## config.mk

```make
export PLATFORM = sky130hd
export DESIGN_NAME = cola_dispense_arbiter
export DESIGN_NICKNAME = d
export VERILOG_FILES = /design/src/rtl/cola_dispense_arbiter.sv
export SDC_FILE = /design/constraint.sdc
export NUM_CORES = 1
export LEC_CHECK = 0
export CAP_MARGIN = 25
export CORE_MARGIN = 2
export CORE_UTILIZATION = 51
export DETAILED_ROUTE_END_ITERATION = 12
export PLACE_DENSITY = 0.88
export REMOVE_ABC_BUFFERS = 1
export SLEW_MARGIN = 0
export SYNTH_ARGS = -nofsm -noshare
export SYNTH_HDL_FRONTEND = slang
export SYNTH_SLANG_ARGS = --single-unit
```

## constraint.sdc

```tcl
create_clock -name sys_clk -period 2.6 [get_ports sys_clk]
set_clock_uncertainty 0.15 [all_clocks]
set_input_delay 0.52 -clock sys_clk [delete_from_list [all_inputs] [get_ports sys_clk]]
set_output_delay 0.52 -clock sys_clk [all_outputs]
set_load 0.005 [all_outputs]
```

## src/rtl/cola_dispense_arbiter.sv

```systemverilog
// Round-robin arbiter sharing one cola dispenser between two coin channels.
// Each channel accumulates credit; the first with enough credit is granted and served.
module cola_dispense_arbiter #(
  parameter int PRICE       = 3,
  parameter int DISP_CYCLES = 4,
  parameter int CNT_W       = 3
) (
  input  logic             sys_clk,
  input  logic             sys_rst_n,
  input  logic             pi_money_a,
  input  logic             pi_money_b,
  output logic             po_cola_a,
  output logic             po_cola_b,
  output logic             po_reject_a,
  output logic             po_reject_b,
  output logic             po_busy,
  output logic             po_owner,
  output logic [CNT_W-1:0] po_credit_a,
  output logic [CNT_W-1:0] po_credit_b
);

  localparam int CW = (DISP_CYCLES > 1) ? $clog2(DISP_CYCLES) : 1;
  localparam logic [CNT_W-1:0] PRICE_C    = CNT_W'(PRICE);
  localparam logic [CNT_W-1:0] CMAX_C     = CNT_W'(2 * PRICE - 1);
  localparam logic [CW-1:0]    CNT_LOAD_C = CW'(DISP_CYCLES - 1);

  typedef enum logic [1:0] {
    ST_IDLE     = 2'd0,
    ST_DISPENSE = 2'd1,
    ST_DONE     = 2'd2
  } state_t;

  state_t           state_r;
  logic [CW-1:0]    cnt_r;
  logic             ptr_r;
  logic             owner_r;
  logic             busy_r;
  logic             cola_a_r;
  logic             cola_b_r;
  logic             reject_a_r;
  logic             reject_b_r;
  logic [CNT_W-1:0] credit_a_r;
  logic [CNT_W-1:0] credit_b_r;

  logic             req_a_s;
  logic             req_b_s;
  logic             grant_s;
  logic             sel_s;
  logic             deduct_a_s;
  logic             deduct_b_s;
  logic [CNT_W:0]   next_a_s;
  logic [CNT_W:0]   next_b_s;

  // Returns {reject, next_credit}; a deduct always leaves room for a same-edge coin.
  function automatic logic [CNT_W:0] credit_next(input logic [CNT_W-1:0] credit,
                                                 input logic coin,
                                                 input logic deduct);
    logic [CNT_W:0] res;
    if (deduct) begin
      res = {1'b0, credit - PRICE_C + CNT_W'(coin)};
    end else if (coin && (credit == CMAX_C)) begin
      res = {1'b1, credit};
    end else if (coin) begin
      res = {1'b0, credit + CNT_W'(1)};
    end else begin
      res = {1'b0, credit};
    end
    return res;
  endfunction

  assign req_a_s = (credit_a_r >= PRICE_C);
  assign req_b_s = (credit_b_r >= PRICE_C);

  // Grant selection: only while idle, pointer breaks ties.
  always_comb begin
    grant_s = 1'b0;
    sel_s   = 1'b0;
    if (state_r == ST_IDLE) begin
      if (req_a_s && req_b_s) begin
        grant_s = 1'b1;
        sel_s   = ptr_r;
      end else if (req_a_s) begin
        grant_s = 1'b1;
        sel_s   = 1'b0;
      end else if (req_b_s) begin
        grant_s = 1'b1;
        sel_s   = 1'b1;
      end else begin
        grant_s = 1'b0;
        sel_s   = 1'b0;
      end
    end else begin
      grant_s = 1'b0;
      sel_s   = 1'b0;
    end
  end

  assign deduct_a_s = grant_s & ~sel_s;
  assign deduct_b_s = grant_s & sel_s;
  assign next_a_s   = credit_next(credit_a_r, pi_money_a, deduct_a_s);
  assign next_b_s   = credit_next(credit_b_r, pi_money_b, deduct_b_s);

  // Credit accumulation, deduction on grant and saturation reject pulses.
  always_ff @(posedge sys_clk or negedge sys_rst_n) begin
    if (!sys_rst_n) begin
      credit_a_r <= {CNT_W{1'b0}};
      credit_b_r <= {CNT_W{1'b0}};
      reject_a_r <= 1'b0;
      reject_b_r <= 1'b0;
    end else begin
      credit_a_r <= next_a_s[CNT_W-1:0];
      credit_b_r <= next_b_s[CNT_W-1:0];
      reject_a_r <= next_a_s[CNT_W];
      reject_b_r <= next_b_s[CNT_W];
    end
  end

  // Dispense FSM with registered busy/owner/cola outputs.
  always_ff @(posedge sys_clk or negedge sys_rst_n) begin
    if (!sys_rst_n) begin
      state_r  <= ST_IDLE;
      cnt_r    <= {CW{1'b0}};
      ptr_r    <= 1'b0;
      owner_r  <= 1'b0;
      busy_r   <= 1'b0;
      cola_a_r <= 1'b0;
      cola_b_r <= 1'b0;
    end else begin
      case (state_r)
        ST_IDLE: begin
          cola_a_r <= 1'b0;
          cola_b_r <= 1'b0;
          if (grant_s) begin
            state_r <= ST_DISPENSE;
            owner_r <= sel_s;
            busy_r  <= 1'b1;
            cnt_r   <= CNT_LOAD_C;
            ptr_r   <= ~sel_s;
          end
        end
        ST_DISPENSE: begin
          if (cnt_r == {CW{1'b0}}) begin
            state_r  <= ST_DONE;
            cola_a_r <= ~owner_r;
            cola_b_r <= owner_r;
          end else begin
            cnt_r <= cnt_r - CW'(1);
          end
        end
        ST_DONE: begin
          state_r  <= ST_IDLE;
          busy_r   <= 1'b0;
          cola_a_r <= 1'b0;
          cola_b_r <= 1'b0;
        end
        default: begin
          state_r  <= ST_IDLE;
          busy_r   <= 1'b0;
          cola_a_r <= 1'b0;
          cola_b_r <= 1'b0;
        end
      endcase
    end
  end

  assign po_cola_a   = cola_a_r;
  assign po_cola_b   = cola_b_r;
  assign po_reject_a = reject_a_r;
  assign po_reject_b = reject_b_r;
  assign po_busy     = busy_r;
  assign po_owner    = owner_r;
  assign po_credit_a = credit_a_r;
  assign po_credit_b = credit_b_r;

endmodule

```

### Word-level counts from Yosys, hierarchy flattened

Index checks and enable logic that the tools add are counted.

* output and inout port bits: 12
* logic and storage cells: 72
* flip-flop bits (word level): 17
* input bits: 4

* muxes and demuxes: 25
* $add $sub $neg: 7
* order comparisons: 2
* eq/ne operators: 8
* bitwise logic cells: 5
* reductions and logical operators: 14

Operator list (count)
* 4-bit 2-to-1 mux: 4
* 1-bit 2-to-1 mux: 12
* 2-bit inequality test, second input constant: 5
* 2-bit AND reduction: 5
* 2-bit 2-to-1 mux: 4
* 2-bit one-hot mux with 2 select lines: 2
* 3-bit by 1-bit adder with 3-bit output: 2
* 3-bit by 1-bit adder with 3-bit output, second input constant: 2
* 3-bit equality test, second input constant: 2
* 3-bit by 2-bit greater-or-equal comparator with 1-bit output, second input constant: 2
* 3-bit 2-to-1 mux: 2
* 2-bit nonzero test: 3
* 3-bit by 2-bit subtractor with 3-bit output, second input constant: 2
* 2-bit zero test: 2
* 1-bit logical AND: 3
* 1-bit inverter: 3
* 3-bit AND reduction: 1
* 1-bit AND: 2
* 2-bit by 1-bit equality test with 1-bit output, second input constant: 1
* 1-bit one-hot mux with 2 select lines: 1
* 2-bit by 1-bit subtractor with 2-bit output, second input constant: 1

### Logic depth before layout (Yosys ltp)

* word-level depth: 9
* gate-level depth with buffers: 7

### Worst setup path before layout

No wires, ideal clock.

* path type: reg2reg
* start point: register credit_b_r[0] (netlist: po_credit_b[0])
* end point: register credit_a_r[2] (netlist: po_credit_a[2])
* slack: 0.417 ns
* data arrival time: 1.903 ns
* stages on the path, launching flop included: 7
* buffers on the path: 0
* clock period less this slack: 2.183 ns
* cells stage by stage: dfrtp_1 -> ha_1 -> ha_1 -> a211o_1 -> a2111oi_4 -> or3b_1 -> nand4_1

* word-level cells in the longest chain between the ends: 9
* elaborated cells between the ends (all ways): 15
* classes of those cells: order compare (1); eq/ne (1); mux (8); bitwise (2); reduce/logical (3)

RTL lines
* start, declared: RTL line 43 `logic [CNT_W-1:0] credit_b_r;`
* start signal, assigned: RTL line 107 `credit_b_r <= {CNT_W{1'b0}};`
* start signal, assigned: RTL line 112 `credit_b_r <= next_b_s[CNT_W-1:0];`
* 3-bit by 2-bit greater-or-equal comparator with 1-bit output *: RTL line 72 `assign req_b_s = (credit_b_r >= PRICE_C);`
* 1-bit 2-to-1 mux: RTL line 85 `end else if (req_b_s) begin`
* 1-bit 2-to-1 mux: RTL line 82 `end else if (req_a_s) begin`
* 1-bit 2-to-1 mux: RTL line 79 `if (req_a_s && req_b_s) begin`
* 1-bit 2-to-1 mux: RTL line 78 `if (state_r == ST_IDLE) begin`
* 1-bit inverter: RTL line 98 `assign deduct_a_s = grant_s & ~sel_s;`
* 1-bit AND *: RTL line 98
* 2-bit inequality test (no source line) / 2-bit nonzero test (equally long branches)
* 2-bit AND reduction (no source line)
* end signal, assigned: RTL line 106 `credit_a_r <= {CNT_W{1'b0}};`
* end signal, assigned: RTL line 111 `credit_a_r <= next_a_s[CNT_W-1:0];`
* end, declared: RTL line 42 `logic [CNT_W-1:0] credit_a_r;`

Mark *: on every way between the ends. The rest lies on a longest branch, timed or not.
A chain may end at the register's enable or synchronous reset.

### Worst setup path after layout

Same ends and word-level chain as after synthesis.

==> impl_metrics.json <==
{
  "synth_enable_flop_cells": 0,
  "avgRoutedWirePerCell_um": 12.0,
  "drtPass1Iterations": 4,
  "cts_max_path_buffers": 2,
  "clkLatencyLatePin_ns": 0.29,
  "die_area_sq_um": 2230,
  "post_cts_buffers": 0,
  "cp-start-kind": "register",
  "nets": 127,
  "hold_violations": 0,
  "holdPathStages": 1,
  "cpPeakStageDelay_ns": 0.58,
  "synth_flop_cell": "dfrtp_1",
  "placed_area_sq_um": 1130,
  "dr_wl_met3_um": 46,
  "reg2reg_depth": 6,
  "yosys-top-cells-area": "dfrtp_1, ha_1, inv_1, nor2_1, a2111oi_4",
  "p_leak_uw": 0.000563,
  "cts_tree": "done",
  "fin_crit_ns": 2.32,
  "ys_ff_latch": 17,
  "yosysTopAreaCellShare": 0.447,
  "grt_first_pass_wirelength_um": 2760,
  "root_buffer": "clkbuf_4",
  "via_per_inst": 5.27,
  "peakVddDrop_mv": 0.761,
  "crit_path_frequent_cell": "ha_1",
  "yosysTopAreaCell": "dfrtp_1",
  "dp_hpwl_um": 1280,
  "grt_pass1_vias": 674,
  "r2r_end": "po_credit_a[2]$_DFFE_PN0P_",
  "crit_chain": "ha_1, ha_1, a211o_1, a2111oi_4, or3b_1, nand4_1",
  "worstSetupPathType": "reg -> reg",
  "antenna_cells": 0,
  "grt_util_all_layers": 0.180,
  "numCtsBuffers": 3,
  "instances_no_fill": 136,
  "outcome": "complete, no violations",
  "pin_count": 16,
  "path_max_fanout": 10,
  "powerDensity_nw_per_um2": 1240,
  "met1_length_um": 733,
  "rsz0062_at_grt": "no",
  "grt_max_degree": 18,
  "maxCapViolCount": 0,
  "dieWidth_um": 47.2,
  "path_clk_slew_ns": 0.10,
  "tightest_slew_ns": 0.768,
  "drc": 0,
  "slew_headroom": 0.487,
  "slowest_stage": "a2111oi_4",
  "yosysUniqueCellTypes": 27,
  "htree_levels": 1,
  "rows": 15,
  "vias": 717,
  "synth_most_common_cell": "dfrtp_1",
  "top_layer_used": "met4",
  "fin_crit_sh": 0.893,
  "antenna_left": 0,
  "numPortBuffers": 15,
  "synth_common_cells": "dfrtp_1, inv_1, ha_1, nor2_1",
  "initialDrtViolationCount": 7,
  "clock.fmax_mhz": 431,
  "placeableCoreArea_sq_um": 1750,
  "min_from": "cnt_r[0]$_DFFE_PN0P_",
  "slew_viol_final": 0,
  "area_delta_synth_final_pct": 22.0,
  "cp.required_ns": 2.62,
  "r2r_setup_slack_ns": 0.28,
  "drive_gt1_frac": 0.0811,
  "avgSynthCellArea_sq_um": 10.3,
  "cp_data_arrival_time_ns": 2.35,
  "antenna_found_initial": 0,
  "synth_area_sq_um": 951,
  "route.met2.wl_um": 823,
  "cp-end-kind": "register",
  "finalSetupTns_ns": 0,
  "netlist_instances": 92,
  "fin_area_sq_um": 1160,
  "hold_class": "reg -> reg",
  "ys_async_sr_fraction": 1.00,
  "reg2reg_from": "po_credit_b[0]$_DFFE_PN0P_",
  "gp_congestion": 0.737,
  "die_y_um": 47.2,
  "grt_overflow": 0,
  "yosysWarnings": 0,
  "ys_seq_area_frac": 0.447,
  "placed_cells": 132,
  "finalSetupViolCount": 0,
  "cts_sinks": 17,
  "postCtsResizedCells": 0,
  "hold_end": "cnt_r[0]$_DFFE_PN0P_",
  "ctsHoldBuffers": 0,
  "start_util": 0.545,
  "totalWireLength_um": 1630
}
## flip-flops by register name (all words and copies together) (netlist names), 2 cells and up
signal       cells
cnt_r            2
po_credit_a      3
po_credit_b      3
state_r          2
## routing by layer
| layer | global-route usage | vias to the layer above |
|---|---|---|
| met4 | 0.0833 | 0 |
| met2 | 0.340 | 15 |
| li1 | - | 355 |
| met3 | 0.0346 | 2 |
| met1 | 0.188 | 345 |
| met5 | 0 | - |
## final cells by class
type / count / area (sq um)
fill: 139 / 586
multi-input combinational: 61 / 473
sequential: 17 / 425
timing repair buffer: 15 / 150
inverter: 14 / 52.6
tap: 25 / 31.3
clock buffer: 3 / 22.5
clock inverter: 1 / 5.00
## worst max-delay path: cells and delay by family (launching register included)
kind / cells / cell delay, ns
flops: 1 / 0.47
simple gates: 2 / 0.27
compound gates: 2 / 0.88
fa+ha+maj: 2 / 0.43
## where the power goes
| part | switching [uW] | internal [uW] | total, uW |
|---|---|---|---|
| clock network | 82.4 | 57.1 | 139 |
| logic | 343 | 420 | 763 |
| registers | 146 | 385 | 531 |
## how the worst max path moves through the flow
stage                               startpoint                    endpoint  slack, ns  depth (start not counted)
finish              po_credit_b[0]$_DFFE_PN0P_  po_credit_a[2]$_DFFE_PN0P_       0.28                          6
global route        po_credit_b[0]$_DFFE_PN0P_  po_credit_a[2]$_DFFE_PN0P_       0.19                          6
floorplan           po_credit_b[0]$_DFFE_PN0P_  po_credit_a[2]$_DFFE_PN0P_       0.42                          6
CTS                 po_credit_b[0]$_DFFE_PN0P_  po_credit_a[2]$_DFFE_PN0P_       0.26                          6
detailed placement  po_credit_b[0]$_DFFE_PN0P_  po_credit_a[2]$_DFFE_PN0P_       0.28                          6
global placement    po_credit_b[0]$_DFFE_PN0P_  po_credit_a[2]$_DFFE_PN0P_       0.35                          6
## per-stage QoR
step / utilization / power (uW) / hold WS, ns / setup WS [ns]
global route: 0.665 / 1580 / 0.393 / 0.190
detailed placement: 0.649 / 1310 / 0.356 / 0.277
finish: 0.665 / 1430 / 0.375 / 0.279
floorplan: - / 1020 / 0.0744 / 0.417
CTS: 0.665 / 1450 / 0.379 / 0.263
global placement: 0.649 / 1270 / 0.349 / 0.347
## cells by family after synthesis
kind of cell / share of synthesized area
and+or+nand+nor: 0.113
buffers and inverters: 0.0553
DFF: 0.447
adders and majority gates: 0.145
muxes: 0.0447
xor gates and xnor gates: 0.0276
AOI/OAI and AO/OA: 0.167
## placed cells by master (no fill, tap or decap), types with 3 or more instances in the layout
| cell | count |
|---|---|
| ha_1 | 11 |
| a21oi_1 | 3 |
| nor2_1 | 11 |
| dfrtp_1 | 17 |
| inv_1 | 14 |
| nand2_1 | 4 |
| clkdlybuf4s50_1 | 15 |
| clkbuf_4 | 3 |
| xnor2_1 | 3 |
| o21ai_0 | 4 |
Power figures use the tool's default switching activity.
